`src/rtl/core_pkg.sv`:
```
// Shared types and constants for the memory port arbiter.
package core_pkg;

   // Requester identity; also the value stored in owner/last_gnt.
   typedef enum logic {
      REQ_IF = 1'b0,
      REQ_D  = 1'b1
   } req_id_t;

   // Arbiter FSM: IDLE = no read in flight, WAIT = read in flight.
   typedef enum logic {
      IDLE = 1'b0,
      WAIT = 1'b1
   } arb_state_t;

   // Largest supported memory read latency and the counter width that covers it.
   localparam int MEM_LAT_MAX = 7;
   localparam int CNT_W       = 3;

endpackage

```
`src/rtl/rr_arb2.sv`:
```
// Two-input round-robin picker. When both inputs request, the one that did
// not win last time is chosen; a lone request always wins.
module rr_arb2
   import core_pkg::*;
(
   input  logic    [1:0] req,
   input  req_id_t       last,
   output logic    [1:0] gnt,
   output req_id_t       winner
);

   // Pick the winner and form a one-hot grant (all zero when nobody asks).
   always_comb begin
      gnt    = 2'b00;
      winner = REQ_IF;
      if (req == 2'b11) begin
         winner = (last == REQ_IF) ? REQ_D : REQ_IF;
      end else if (req[1]) begin
         winner = REQ_D;
      end else begin
         winner = REQ_IF;
      end
      if (req != 2'b00) begin
         gnt = (winner == REQ_D) ? 2'b10 : 2'b01;
      end
   end

endmodule

```
`src/rtl/mem_port_arbiter.sv`:
```
// Shares one single-port memory between instruction fetch and load/store.
// Grants are combinational in the request cycle; one read may be in flight
// and its data is routed back to its owner exactly MEM_LAT cycles later.
// A new grant is allowed in the response cycle so reads can stream.
// Valid MEM_LAT range is 1..MEM_LAT_MAX.
//
// Handshake: a requester raises req with its address/data and holds them
// stable until it sees gnt high in the same cycle; the access is accepted in
// that cycle. rvalid is a single-cycle pulse with no back-pressure.
module mem_port_arbiter
   import core_pkg::*;
#(
   parameter int ADDR_W  = 32,
   parameter int DATA_W  = 32,
   parameter int MEM_LAT = 2
) (
   input  logic              clk,
   input  logic              rst,
   input  logic              if_req,
   input  logic [ADDR_W-1:0] if_addr,
   output logic              if_gnt,
   output logic              if_rvalid,
   output logic [DATA_W-1:0] if_rdata,
   output logic              if_stall,
   input  logic              d_req,
   input  logic              d_we,
   input  logic [ADDR_W-1:0] d_addr,
   input  logic [DATA_W-1:0] d_wdata,
   output logic              d_gnt,
   output logic              d_rvalid,
   output logic [DATA_W-1:0] d_rdata,
   output logic              mem_en,
   output logic              mem_we,
   output logic [ADDR_W-1:0] mem_addr,
   output logic [DATA_W-1:0] mem_wdata,
   input  logic [DATA_W-1:0] mem_rdata,
   output arb_state_t        dbg_state
);

   localparam logic [CNT_W-1:0] RESP_CNT = CNT_W'(MEM_LAT - 1);

   arb_state_t       state_q, state_d;
   logic [CNT_W-1:0] cnt_q, cnt_d;
   req_id_t          owner_q, owner_d;
   req_id_t          last_gnt_q, last_gnt_d;

   logic             resp_cycle;
   logic             gnt_avail;
   logic [1:0]       req_vec;
   logic [1:0]       gnt_vec;
   req_id_t          winner;
   logic             rd_gnt;

   // The cycle in which the in-flight read's data is on mem_rdata.
   assign resp_cycle = (state_q == WAIT) && (cnt_q == RESP_CNT);
   // Memory port is free when idle or when the pending read completes now.
   assign gnt_avail  = ~rst & ((state_q == IDLE) | resp_cycle);
   assign req_vec    = {d_req, if_req} & {2{gnt_avail}};

   rr_arb2 u_rr_arb2 (
      .req    (req_vec),
      .last   (last_gnt_q),
      .gnt    (gnt_vec),
      .winner (winner)
   );

   assign if_gnt    = gnt_vec[0];
   assign d_gnt     = gnt_vec[1];
   assign if_stall  = ~rst & if_req & ~gnt_vec[0];

   assign mem_en    = |gnt_vec;
   assign mem_we    = gnt_vec[1] & d_we;
   assign mem_addr  = gnt_vec[1] ? d_addr : (gnt_vec[0] ? if_addr : '0);
   assign mem_wdata = gnt_vec[1] ? d_wdata : '0;
   assign rd_gnt    = mem_en & ~mem_we;

   assign if_rvalid = ~rst & resp_cycle & (owner_q == REQ_IF);
   assign d_rvalid  = ~rst & resp_cycle & (owner_q == REQ_D);
   assign if_rdata  = if_rvalid ? mem_rdata : '0;
   assign d_rdata   = d_rvalid ? mem_rdata : '0;

   assign dbg_state = state_q;

   // Next-state: a read grant (re)starts the wait, otherwise the response
   // cycle returns to IDLE and the counter ages the in-flight read.
   always_comb begin
      state_d    = state_q;
      cnt_d      = cnt_q;
      owner_d    = owner_q;
      last_gnt_d = last_gnt_q;
      if (mem_en) begin
         last_gnt_d = winner;
      end
      if (rd_gnt) begin
         state_d = WAIT;
         cnt_d   = '0;
         owner_d = winner;
      end else if (resp_cycle) begin
         state_d = IDLE;
         cnt_d   = '0;
      end else if (state_q == WAIT) begin
         cnt_d = cnt_q + 1'b1;
      end
   end

   // State registers; reset drops any outstanding read.
   always_ff @(posedge clk or posedge rst) begin
      if (rst) begin
         state_q    <= IDLE;
         cnt_q      <= '0;
         owner_q    <= REQ_IF;
         last_gnt_q <= REQ_D;
      end else begin
         state_q    <= state_d;
         cnt_q      <= cnt_d;
         owner_q    <= owner_d;
         last_gnt_q <= last_gnt_d;
      end
   end

endmodule

```
`config.mk`:
```
export PLATFORM = sky130hd
export DESIGN_NAME = mem_port_arbiter
export DESIGN_NICKNAME = d
export VERILOG_FILES = /design/src/rtl/core_pkg.sv /design/src/rtl/rr_arb2.sv /design/src/rtl/mem_port_arbiter.sv
export SDC_FILE = /design/constraint.sdc
export NUM_CORES = 1
export LEC_CHECK = 0
export ABC_CLOCK_PERIOD_IN_PS = 2300
export CORE_AREA = 2 2 104 106
export CTS_CLUSTER_DIAMETER = 50
export DETAILED_ROUTE_END_ITERATION = 8
export DIE_AREA = 0 0 106 108
export GPL_TIMING_DRIVEN = 0
export PLACE_DENSITY = 0.61
export RECOVER_POWER = 100
export SYNTH_ARGS = -nofsm -noshare
export SYNTH_HDL_FRONTEND = slang
export SYNTH_SLANG_ARGS = --single-unit
```
`constraint.sdc`:
```
create_clock -name clk -period 2.3 [get_ports clk]
set_input_delay 0.345 -clock clk [delete_from_list [all_inputs] [get_ports clk]]
set_output_delay 0.345 -clock clk [all_outputs]
set_load 0.005 [all_outputs]
```
* Yosys cells after proc, flatten, opt, wreduce, memory -nomap -nowiden *
Index checks and enable logic that the tools add are counted.

operators by class
  add/subtract/negate cells = 1
  equality and inequality tests = 2
  muxes and demuxes = 15
  bitwise gates (word level) = 15
  reduce and logical (&&, ||, !) cells = 5

operators with widths
  operator                                       number
  two-way mux 32 bit                             5
  two-way mux 3 bit                              3
  AND 1 bit                                      8
  two-way mux 1 bit                              5
  inverter 1 bit                                 5
  two-way mux 2 bit                              2
  nonzero test 2 bit                             2
  adder 3 x 1 -> 3 bit, second input constant    1
  == test 3 x 1 -> 1 bit, second input constant  1
  nonzero test 3 bit                             1
  AND 2 bit                                      1
  == test 2 bit, second input constant           1
  OR reduction 2 bit                             1
  logical AND 1 bit                              1
  bitwise OR 1 bit                               1

word-level totals
  register bits after elaboration = 6
  input bits = 133
  output and inout port bits = 136

* Longest topological paths before layout *
  depth after elaboration = 13
  gate-level depth with buffers = 8
  mapped depth without buffers = 5

* Cells and area by module *
From an unflattened synthesis, not the netlist that was laid out.

unflattened totals
  cell total of the unflattened synthesis = 187
  area, all modules = 1411.4 um^2

modules (own cells, without submodules)
  module            instances  cells each  area each (um^2)  sequential area each (um^2)
  mem_port_arbiter  1          183         1385.1            151.4
  rr_arb2           1          4           26.3              0.0

* Worst setup path before layout *
No wires, ideal clock.

  path type = register -> output
  start = register cnt_q[1]
  end = output mem_addr[10]
  arrival = 1492 ps
  data required time = 1955 ps
  slack = 463 ps
  cell stages (with the launch flop) = 9
  cells stage by stage = dfrtp_1 -> inv_1 -> ha_1 -> nand2b_1 -> buf_4 -> a221oi_4 -> buf_6 -> buf_4 -> a22o_1

on the way
  cells in the longest elaborated chain, start to end = 11

RTL lines
  element                                                    RTL line                      source
  start, declared                                            mem_port_arbiter.sv:43        logic [CNT_W-1:0] cnt_q, cnt_d;
  start signal, assigned                                     mem_port_arbiter.sv:115       cnt_q <= cnt_d;
  == test 3 x 1 -> 1 bit (*)                                 mem_port_arbiter.sv:55        assign resp_cycle = (state_q == WAIT) && (cnt_q == RESP_CNT);
  logical AND 1 bit (*)                                      mem_port_arbiter.sv:55
  bitwise OR 1 bit (*)                                       mem_port_arbiter.sv:57        assign gnt_avail = ~rst & ((state_q == IDLE) | resp_cycle);
  AND 1 bit (*)                                              mem_port_arbiter.sv:57
  AND 2 bit (*)                                              mem_port_arbiter.sv:58        assign req_vec = {d_req, if_req} & {2{gnt_avail}};
  == test 2 bit / two-way mux 1 bit (equally long branches)  rr_arb2.sv:16, rr_arb2.sv:18
  two-way mux 1 bit                                          rr_arb2.sv:16                 if (req == 2'b11) begin
  two-way mux 2 bit                                          rr_arb2.sv:24                 gnt = (winner == REQ_D) ? 2'b10 : 2'b01;
  two-way mux 2 bit (*)                                      rr_arb2.sv:23                 if (req != 2'b00) begin
  two-way mux 32 bit                                         mem_port_arbiter.sv:73        assign mem_addr = gnt_vec[1] ? d_addr : (gnt_vec[0] ? if_addr : '0);
  two-way mux 32 bit (*)                                     mem_port_arbiter.sv:73
  end, declared                                              mem_port_arbiter.sv:34        output logic [ADDR_W-1:0] mem_addr,

Every way passes the cells marked *; elsewhere a longest branch is shown, timed or not.

* Final worst setup path *
  start = register cnt_q[1]
  end = output d_rdata[13]

on the way
  cells in the longest elaborated chain, start to end = 5

RTL lines
  element                  RTL line                source
  == test 3 x 1 -> 1 bit   mem_port_arbiter.sv:55
  logical AND 1 bit        mem_port_arbiter.sv:55
  AND 1 bit (2 in series)  mem_port_arbiter.sv:78  assign d_rvalid = ~rst & resp_cycle & (owner_q == REQ_D);
  two-way mux 32 bit       mem_port_arbiter.sv:80  assign d_rdata = d_rvalid ? mem_rdata : '0;
  end, declared            mem_port_arbiter.sv:31  output logic [DATA_W-1:0] d_rdata,

Every way passes these cells.

==> flow_summary.ini <==
[grt]
grt_pass1_vias = 2872
grt_antenna_before_repair = 1
grt_pass1_wl_um = 15400
grt_max_degree = 11
gr-total-overflow = 0
grt_use_total_pct = 17.1

[logic_synthesis]
yosysWarnings = 0
async_reset_ff_share_pct = 100
avgSynthCellArea_um2 = 7.57
synth-seq-area-share_pct = 10.7
synth_mux_area_share_pct = 0.707
synth_top_family_by_area = simple AND/OR/NAND/NOR gates
yosysMostFrequentCell = and2_1
ys_types = 27
synth-main-ff-cell = dfrtp_1
syn_nets = 322
synth_top_area_share_pct = 42.9
ys_ff_latch = 6
synthTopCellsByArea = and2_1 43%, a22o_1 20%, dfrtp_1 8.8%
synth_simple_gate_area_share_pct = 49.9
synth_edf_count = 0
yosys.area_share.xor_xnor_pct = 0
netlist_area_um2 = 1420
synthTopCellsByCount = 97 x and2_1, 32 x a22o_1, 7 x clkbuf_1, 6 x buf_4
synthAdderAreaFrac_pct = 1.77
synth_compound_area_share_pct = 27.7
yosysTopAreaCell = and2_1
synthCells = 187

[finish]
n_fill_cell = 970
multiInputGateArea_um2 = 1360
seqCellArea_um2 = 154
antenna_cells = 0
drive_above_1_share_pct = 55.4
area.growth.synth_to_final_pct = 253
instances_no_fill = 647
fin_nets = 647

[detailed_routing]
drcViolationCount = 0
antenna_left = 0
avgViaCountPerCell = 4.15
dr.pass1.iters = 4
wl_per_cell_um = 16.9
vias = 2685
first_iter_violations = 114
wirelength_um = 10900

[worst_setup_path]
start_kind = flip-flop
crit_arrival_ns = 2.01
path_max_fanout = 5
required_ns = 1.96
crit_path_end_kind = output port
ff2ff_path_depth = 7
critical_path_class = reg -> out

[run_status]
status = finished, violations left
violations = setup timing

[floorplanning]
die_x_um = 106
die-area_um2 = 11400
start_util_pct = 13.8
fp-row-count = 37
die_y_um = 108
core_um2 = 10200
ios = 269

[sta]
hold_ws_ns = 0.253
rsz0062_at_grt = yes
slew_headroom_pct = 53.5
finalHoldViolations = 0
layout_worst_path_cycle_share_pct = 102
worst_pin_slew_ns = 0.693
skew_ns = 0.00331
slew_viol_final = 0
max_freq_mhz = 425
worst_slack_ns = -0.0534
setup_viol = 7
min_period_ns = 2.35

[clock_network]
cts_root_buffer = clkbuf_8
cts_sinks = 6
cts_tree = done
cts_buffers = 3
clk_pin_slew_ns = 0.04
insertion_delay_ns = 0.22
cts_max_level = 1
clockBufferDepth = 2

[pwr]
power.leakage_nw = 2.46
irDropWorstVdd_mv = 0.222
p_int_mw = 1.54
clockPowerShare_pct = 7.1
seqPwrFrac_pct = 11.1
swShare_pct = 35.3
p_switching_uw = 838
pwr-share-comb_pct = 81.8
powerDensity_nw_per_um2 = 475

[place]
dp_slack_ns = -0.557
place_inst = 591
io_buffers = 268
place.detailed.hpwl_um = 8220
gp_congestion = 0.740

[run]
maxCapViolCount = 0

[min_path]
worst_hold_path_type = in -> async
-- flip-flops by register name, summed over array words and instances (netlist names) --
name,flops
cnt_q,3
dbg_state,1
last_gnt_q,1
owner_q,1
-- stage by stage --
stage                     instance area [µm²]  setup TNS (ns)  power, mW  utilization (%)
final                                    5000          -0.273       2.38             48.8
after global placement                   4270          -53.98       1.70             41.7
after detailed placement                 4270          -55.42       1.70             41.7
after global routing                     5000           -3.89       2.54             48.8
after floorplan                          1420               0      0.806                -
after CTS                                4700           -8.35       2.26             46.0
-- cells in the final DEF, fill, tap and decap left out, types with 2 or more instances in the layout --
master             n
clkdlybuf4s50_1  132
buf_6            102
and2_4            67
buf_2             65
a22o_1            32
and2_1            30
buf_4             16
buf_8              8
clkbuf_8           5
dlygate4sd2_1      4
nand2b_4           3
a211oi_1           3
nand3b_1           3
dfrtp_1            3
buf_12             3
inv_1              2
a21oi_1            2
a211o_1            2
nor2_1             2
nand2b_1           2
dfrtp_2            2
dlymetal6s2s_1     2
-- cell type report --
class	instances	share of cell area, %
multi-input combinational	159	27.3
buffer	12	3.10
tap	136	3.41
timing repair buffer	327	62.0
inverter	3	0.225
clock buffer	4	0.901
sequential	6	3.08
-- worst max-delay path, stage by stage (launching register included) --
cell      delay, ns
dfrtp_1        0.39
inv_2          0.07
ha_4           0.15
buf_6          0.10
nand3b_1       0.17
nor3b_4        0.23
buf_6          0.15
clkbuf_8       0.13
buf_6          0.09
buf_6          0.09
and2_1         0.11
buf_2          0.11
-- power groups by stage --
stage / Clock (mW) / Sequential, mW / Combinational (mW)
6_report: 0.169 / 0.264 / 1.94
5_1_grt: 0.184 / 0.276 / 2.08
4_1_cts: 0.174 / 0.251 / 1.83
3_5_place_dp: 0 / 0.238 / 1.47
3_3_place_gp: 0 / 0.233 / 1.46
2_1_floorplan: 0 / 0.220 / 0.586
-- per-layer routing --
metal  vias up  share of wire (%)  GRT usage [%]
met1      1211                 33           17.4
met5         -               0.15              0
met4         2               0.84           2.73
li1       1286                  -              -
met2       176                 56           35.0
met3        10                9.4           4.82
-- cells by family (layout without fill, tap and decap cells) --
group                      count (synthesis)  after routing
and+or+nand+nor                          112            112
buffers and inverters                     22            346
muxes                                      1              1
adders and majority gates                  2              2
DFF                                        6              6
AOI/OAI and AO/OA                         44             44
-- final timing paths --
path | from | endpoint | slack, ns
max | cnt_q[1]$_DFFE_PP0P_ | d_rdata[13] | -0.05
max in group asynchronous | rst | last_gnt_q$_DFFE_PP1P_ | 1.78
min | rst | cnt_q[1]$_DFFE_PP0P_ | 0.25
min reg2reg | last_gnt_q$_DFFE_PP1P_ | last_gnt_q$_DFFE_PP1P_ | 0.53
max reg2reg | cnt_q[1]$_DFFE_PP0P_ | owner_q$_DFFE_PP0P_ | 0.43
min in group clk | last_gnt_q$_DFFE_PP1P_ | last_gnt_q$_DFFE_PP1P_ | 0.53
-- repair_timing --
item	CTS	global route
gates cloned	9	1
buffers inserted	51	7
hold buffers	0	0
endpoints found under the setup margin	133	133
gates resized for setup	617	140
pin swaps	27	49
No activity file was read; power rests on OpenSTA's default activity.
